`config.mk`:
```
export PLATFORM = sky130hd
export DESIGN_NAME = axi_burst_master
export DESIGN_NICKNAME = d
export VERILOG_FILES = /design/src/rtl/axi_burst_master.sv
export SDC_FILE = /design/constraint.sdc
export NUM_CORES = 1
export LEC_CHECK = 0
export ABC_CLOCK_PERIOD_IN_PS = 4450
export BUFFER_PORTS_ARGS = -buffer_cell sky130_fd_sc_hd__buf_2
export CAP_MARGIN = 40
export CORE_AREA = 3 3 231 233
export CTS_CLUSTER_DIAMETER = 200
export DETAILED_ROUTE_END_ITERATION = 6
export DIE_AREA = 0 0 234 236
export PLACE_DENSITY = 0.32
export SKIP_LAST_GASP = 1
export SYNTH_ARGS = -nofsm -noshare
export SYNTH_HDL_FRONTEND = slang
export SYNTH_SLANG_ARGS = --single-unit
```
`constraint.sdc`:
```
create_clock -name aclk -period 4.45 [get_ports aclk]
set_input_delay 0.6675 -clock aclk [delete_from_list [all_inputs] [get_ports aclk]]
set_output_delay 0.6675 -clock aclk [all_outputs]
set_load 0.02 [all_outputs]
```
`src/rtl/axi_burst_master.sv`:
```
// Single-outstanding AXI4 master: turns one request into an INCR burst on AR+R or AW+W+B
// and reports completion with a one-cycle done pulse plus an error flag.
//
// state | meaning
// ------+-------------------------------------------------------------
// IDLE  | ready for a request; addr/len captured on acceptance
// AR    | read address presented, waiting for arready
// R     | read beats forwarded to the user, beats counted for LAST check
// AW    | write address presented, waiting for awready
// W     | user write beats forwarded, WLAST generated from the beat count
// B     | waiting for the write response
module axi_burst_master #(
    parameter int AXI_ADDR_W = 64,
    parameter int AXI_DATA_W = 64,
    parameter int AXI_ID_W   = 8,
    parameter int MST_ID     = 0
) (
    input  logic                    aclk,
    input  logic                    arst_n,

    input  logic                    req_valid,
    output logic                    req_ready,
    input  logic                    req_write,
    input  logic [AXI_ADDR_W-1:0]   req_addr,
    input  logic [7:0]              req_len,

    input  logic                    usr_wvalid,
    output logic                    usr_wready,
    input  logic [AXI_DATA_W-1:0]   usr_wdata,
    input  logic [AXI_DATA_W/8-1:0] usr_wstrb,

    output logic                    usr_rvalid,
    input  logic                    usr_rready,
    output logic [AXI_DATA_W-1:0]   usr_rdata,
    output logic                    usr_rlast,

    output logic                    done,
    output logic                    done_err,

    output logic                    mst_awvalid,
    input  logic                    mst_awready,
    output logic [AXI_ADDR_W-1:0]   mst_awaddr,
    output logic [7:0]              mst_awlen,
    output logic [2:0]              mst_awsize,
    output logic [1:0]              mst_awburst,
    output logic [AXI_ID_W-1:0]     mst_awid,
    output logic                    mst_awlock,
    output logic [3:0]              mst_awcache,
    output logic [2:0]              mst_awprot,
    output logic [3:0]              mst_awqos,
    output logic [3:0]              mst_awregion,

    output logic                    mst_wvalid,
    input  logic                    mst_wready,
    output logic [AXI_DATA_W-1:0]   mst_wdata,
    output logic [AXI_DATA_W/8-1:0] mst_wstrb,
    output logic                    mst_wlast,

    input  logic                    mst_bvalid,
    output logic                    mst_bready,
    input  logic [AXI_ID_W-1:0]     mst_bid,
    input  logic [1:0]              mst_bresp,

    output logic                    mst_arvalid,
    input  logic                    mst_arready,
    output logic [AXI_ADDR_W-1:0]   mst_araddr,
    output logic [7:0]              mst_arlen,
    output logic [2:0]              mst_arsize,
    output logic [1:0]              mst_arburst,
    output logic [AXI_ID_W-1:0]     mst_arid,
    output logic                    mst_arlock,
    output logic [3:0]              mst_arcache,
    output logic [2:0]              mst_arprot,
    output logic [3:0]              mst_arqos,
    output logic [3:0]              mst_arregion,

    input  logic                    mst_rvalid,
    output logic                    mst_rready,
    input  logic [AXI_ID_W-1:0]     mst_rid,
    input  logic [1:0]              mst_rresp,
    input  logic [AXI_DATA_W-1:0]   mst_rdata,
    input  logic                    mst_rlast
);

    localparam int                  LP_SIZE = $clog2(AXI_DATA_W / 8);
    localparam logic [AXI_ID_W-1:0] LP_ID   = AXI_ID_W'(MST_ID);

    typedef enum logic [2:0] {
        S_IDLE,
        S_AR,
        S_R,
        S_AW,
        S_W,
        S_B
    } state_t;

    state_t                  r_state;
    state_t                  w_state_nxt;
    logic [AXI_ADDR_W-1:0]   r_addr;
    logic [7:0]              r_len;
    logic [7:0]              r_cnt;
    logic [7:0]              w_cnt_nxt;
    logic                    r_err;
    logic                    w_err_nxt;
    logic                    r_done;
    logic                    w_done_nxt;
    logic                    r_done_err;
    logic                    w_done_err_nxt;
    logic                    w_load;
    logic                    w_beat_err;

    always_ff @(posedge aclk or negedge arst_n) begin
        if (!arst_n) begin
            r_state    <= S_IDLE;
            r_addr     <= '0;
            r_len      <= '0;
            r_cnt      <= '0;
            r_err      <= 1'b0;
            r_done     <= 1'b0;
            r_done_err <= 1'b0;
        end else begin
            r_state    <= w_state_nxt;
            r_cnt      <= w_cnt_nxt;
            r_err      <= w_err_nxt;
            r_done     <= w_done_nxt;
            r_done_err <= w_done_err_nxt;
            if (w_load) begin
                r_addr <= req_addr;
                r_len  <= req_len;
            end
        end
    end

    always_comb begin
        w_state_nxt    = r_state;
        w_cnt_nxt      = r_cnt;
        w_err_nxt      = r_err;
        w_done_nxt     = 1'b0;
        w_done_err_nxt = 1'b0;
        w_load         = 1'b0;
        w_beat_err     = 1'b0;
        req_ready      = 1'b0;
        usr_wready     = 1'b0;
        usr_rvalid     = 1'b0;
        mst_awvalid    = 1'b0;
        mst_wvalid     = 1'b0;
        mst_wlast      = 1'b0;
        mst_bready     = 1'b0;
        mst_arvalid    = 1'b0;
        mst_rready     = 1'b0;
        case (r_state)
            S_IDLE: begin
                req_ready = 1'b1;
                if (req_valid) begin
                    w_load      = 1'b1;
                    w_err_nxt   = 1'b0;
                    w_cnt_nxt   = '0;
                    w_state_nxt = req_write ? S_AW : S_AR;
                end
            end
            S_AR: begin
                mst_arvalid = 1'b1;
                if (mst_arready) begin
                    w_cnt_nxt   = '0;
                    w_state_nxt = S_R;
                end
            end
            S_R: begin
                mst_rready = usr_rready;
                usr_rvalid = mst_rvalid;
                if (mst_rvalid && usr_rready) begin
                    // A beat whose LAST flag disagrees with the count marks the burst bad.
                    w_beat_err = (mst_rresp != 2'b00) || (mst_rlast != (r_cnt == r_len))
                                 || (mst_rid != LP_ID);
                    w_err_nxt  = r_err | w_beat_err;
                    w_cnt_nxt  = r_cnt + 8'd1;
                    if (mst_rlast) begin
                        w_state_nxt    = S_IDLE;
                        w_done_nxt     = 1'b1;
                        w_done_err_nxt = r_err | w_beat_err;
                    end
                end
            end
            S_AW: begin
                mst_awvalid = 1'b1;
                if (mst_awready) begin
                    w_cnt_nxt   = '0;
                    w_state_nxt = S_W;
                end
            end
            S_W: begin
                mst_wvalid = usr_wvalid;
                usr_wready = mst_wready;
                mst_wlast  = (r_cnt == r_len);
                if (usr_wvalid && mst_wready) begin
                    if (r_cnt == r_len) begin
                        w_state_nxt = S_B;
                    end else begin
                        w_cnt_nxt = r_cnt + 8'd1;
                    end
                end
            end
            S_B: begin
                mst_bready = 1'b1;
                if (mst_bvalid) begin
                    w_beat_err     = (mst_bresp != 2'b00) || (mst_bid != LP_ID);
                    w_err_nxt      = r_err | w_beat_err;
                    w_state_nxt    = S_IDLE;
                    w_done_nxt     = 1'b1;
                    w_done_err_nxt = r_err | w_beat_err;
                end
            end
            default: begin
                w_state_nxt = S_IDLE;
            end
        endcase
    end

    assign done         = r_done;
    assign done_err     = r_done_err;

    assign usr_rdata    = mst_rdata;
    assign usr_rlast    = mst_rlast;
    assign mst_wdata    = usr_wdata;
    assign mst_wstrb    = usr_wstrb;

    assign mst_awaddr   = r_addr;
    assign mst_awlen    = r_len;
    assign mst_awsize   = 3'(LP_SIZE);
    assign mst_awburst  = 2'b01;
    assign mst_awid     = LP_ID;
    assign mst_awlock   = 1'b0;
    assign mst_awcache  = 4'h0;
    assign mst_awprot   = 3'h0;
    assign mst_awqos    = 4'h0;
    assign mst_awregion = 4'h0;

    assign mst_araddr   = r_addr;
    assign mst_arlen    = r_len;
    assign mst_arsize   = 3'(LP_SIZE);
    assign mst_arburst  = 2'b01;
    assign mst_arid     = LP_ID;
    assign mst_arlock   = 1'b0;
    assign mst_arcache  = 4'h0;
    assign mst_arprot   = 3'h0;
    assign mst_arqos    = 4'h0;
    assign mst_arregion = 4'h0;

endmodule

```
==> impl_metrics.csv <==
group,metric,value,unit
clock_tree,cts_tree,"yes",
sta,setup_ws,1.596,ns
die,io_pins,590,
power,switchingPower,2.419,mW
layout,area_growth,10.89,%
drt,post_drt_via_cell_ratio,2.834,
clock_tree,cts_resized,0,
placement,dp_slack,1.969,ns
layout,drive_above_1_share,59.64,%
sta,drv_slew,0,
global_routing,grt_pass1_wl,23690,um
power,clockPowerShare,16.3,%
drt,vias,3647,
drt,wl,17060,um
sta,fmax,350.3,MHz
sta,hold_violations,0,
drt,dr.pass1.iters,4,
global_routing,grt_overflow,0,
worst_setup_path,path_cells,"nor2_1 > nand2_1 > nor3_2 > buf_2",
layout,antenna_cells,0,
synthesis,syn_area_per_cell,10.47,um2
placement,place_area,6113,um2
layout,fin_nets,843,
power,p_total,5.043,mW
clock_tree,clock-root-buffer,"clkbuf_16",
synthesis,synth_warnings,0,
placement,place_hpwl,13730,um
die,die_height,236,um
job,maxCapViolations,0,
placement,place_congestion,0.6758,
global_routing,grt_pass1_vias,3551,
worst_setup_path,r2r.worst_path.cells,5,
synthesis,postSynthCellCount,552,
die,die_area,55220,um2
clock_tree,cts_setup_buffers,0,
layout,num-fill-cells,5896,
worst_setup_path,critPathKind,"reg -> out",
drt,ant_nets,0,
drt,wl_per_cell,13.25,um
die,fp.dieW,234,um
worst_setup_path,cp.arrival,2.19,ns
drt,drcViolationCount,0,
min_path,hold_path_class,"in -> async",
clock_tree,htree_levels,3,
clock_tree,cts_buffers,9,
sta,finalCritPeriodShare,64.14,%
die,coreArea,51410,um2
power,intPower,2.624,mW
worst_setup_path,critPathBufInv,1,
power,p_leak,2.980,nW
clock_tree,clk_path_buf_depth,2,
global_routing,grt_max_degree,57,
worst_setup_path,worstSetupStartpointType,"flop",
synthesis,synthesis.area,5782,um2
global_routing,grt_use_total,6.058,%
drt,drt_iter0_markers,106,
sta,max_slew_margin,46.83,%
clock_tree,clock_latency,0.38,ns
power,powerDensity,786.6,nW/um2
clock_tree,clk_pin_slew,0.08,ns
synthesis,synth.distinct_cells,46,
layout,final_area,6411,um2
die,initial_core_util,11.25,%
worst_setup_path,endpoint_kind,"primary output",
placement,portBuffers,259,
sta,fin_skew,0.01365,ns
synthesis,yosys_register_bits,86,
worst_setup_path,critPathTopFamily,"simple AND/OR/NAND/NOR gates",
sta,fin_crit,2.854,ns
worst_setup_path,slowest_stage,"dfrtp_1",
clock_tree,hold_buffers,0,
power,p_comb_share,54.5,%
worst_setup_path,critPathMaxStageDelay,0.55,ns
die,rows,83,
worst_setup_path,crit_path_max_fanout,15,
layout,utilization,12.47,%
power,switching_share,47.96,%
sta,setup_viol,0,
synthesis,yosysSeqAreaShare,37.22,%
layout,final_cells,1287,
clock_tree,clock-sinks,86,
sta,whs,0.3302,ns
placement,dp.cells,1271,
sta,tightest_slew,0.7975,ns
worst_setup_path,critPathRequiredTime,3.78,ns
power,seq_power_share,29.2,%
sta,rsz0062_at_grt,"false",
run_status,status,"completed",
sta,setup-tns-final,0,ns
power,ir_drop,0.0002622,V
global_routing,antenna_found_initial,0,
worst_setup_path,cp.depth,4,
-- final timing paths --
path | from | slack [ns] | end
worst max-delay path | r_state[1]$_DFFE_PN0P_ | 1.60 | mst_wlast
worst min-delay path | arst_n | 0.33 | mst_arlen[1]$_DFFE_PN0P_
worst max register to register | r_state[1]$_DFFE_PN0P_ | 2.12 | r_cnt[0]$_DFFE_PN0P_
worst min register to register | mst_araddr[38]$_DFFE_PN0P_ | 0.52 | mst_araddr[38]$_DFFE_PN0P_
max in group asynchronous | arst_n | 3.13 | mst_araddr[6]$_DFFE_PN0P_
min in group aclk | req_addr[57] | 0.52 | mst_araddr[57]$_DFFE_PN0P_
-- power groups by stage --
stage	clock [mW]	combinational, mW	sequential (mW)
3_3_place_gp	0	2.83	1.49
2_1_floorplan	0	2.08	1.85
4_1_cts	0.896	2.82	1.49
5_1_grt	0.916	2.98	1.55
3_5_place_dp	0	2.82	1.51
6_report	0.820	2.75	1.47
-- cell families after synthesis --
kind of cell / after synthesis / synth area share [%]
adders and majority gates: 1 / 0.2164
buffers and inverters: 284 / 36.25
xor gates and xnor gates: 10 / 1.515
and+or+nand+nor: 64 / 5.995
AOI/OAI and AO/OA: 30 / 4.004
DFF: 86 / 37.22
muxes: 75 / 14.67
other: 2 / 0.1299
-- cell usage in the layout (no fill, tap or decap), types with 2 or more instances in the layout --
cell type	synthesis	final
o21ai_0	4	4
conb_1	2	58
inv_1	4	4
nor4_1	6	6
xnor2_1	8	8
nand2_1	11	11
o31ai_1	3	3
and3_1	7	7
o21ai_1	2	2
o41ai_1	4	4
buf_4	267	4
o31a_1	2	2
mux2_2	74	74
nand3_1	6	6
clkbuf_16	0	9
a21oi_1	3	3
nand2b_1	2	2
o41ai_2	2	2
nand4_1	2	2
nor3_1	5	5
dfrtp_1	86	86
buf_2	10	258
inv_6	0	2
xor2_1	2	2
and2_1	3	2
nor2_1	11	11
nor2b_1	3	3
o22ai_1	2	2
-- registers in the layout (all words and copies together), names as in the netlist --
| register | count |
|---|---|
| done | 1 |
| done_err | 1 |
| mst_araddr | 64 |
| mst_arlen | 8 |
| r_cnt | 8 |
| r_err | 1 |
| r_state | 3 |
-- cells in the mapped netlist, drive strengths merged --
master  instances  share of area (%)
a211oi          1               0.13
a21boi          1               0.13
a21o            1               0.13
a21oi           3               0.26
a22o            1               0.15
a31oi           2               0.32
a32oi           1               0.15
and2            3               0.32
and3            7               0.76
and3b           1               0.17
buf           279                 36
clkbuf          1              0.065
conb            2               0.13
dfrtp          86                 37
ha              1               0.22
inv             4               0.26
mux2           75                 15
nand2          11               0.71
nand2b          2               0.22
nand3           7               0.69
nand4           2               0.22
nor2           12               0.82
nor2b           3               0.32
nor3            6               0.61
nor3b           1               0.13
nor4            6               0.65
nor4b           1               0.15
o211ai          1               0.13
o21ai           6               0.52
o22ai           2               0.22
o31a            2               0.30
o31ai           3               0.39
o41ai           6                1.2
or2             1               0.11
or3             1               0.11
xnor2           8                1.2
xor2            2               0.30
-- area by class of cell --
type,instances,area (um2),area share [%]
tap,680,850.8,13.27
sequential,86,2152,33.57
timing repair buffer,263,1349,21.04
clock buffer,10,229.0,3.571
multi-input combinational,238,1747,27.24
clock inverter,6,68.82,1.073
inverter,4,15.01,0.2342
-- routing by layer --
metal  share of wire, %  global-route usage [%]
met1                 33                   5.806
met2                 49                   9.687
met3                 10                   2.947
met4                6.9                   5.157
met5                  0                       0
Power figures use the tool's default switching activity.
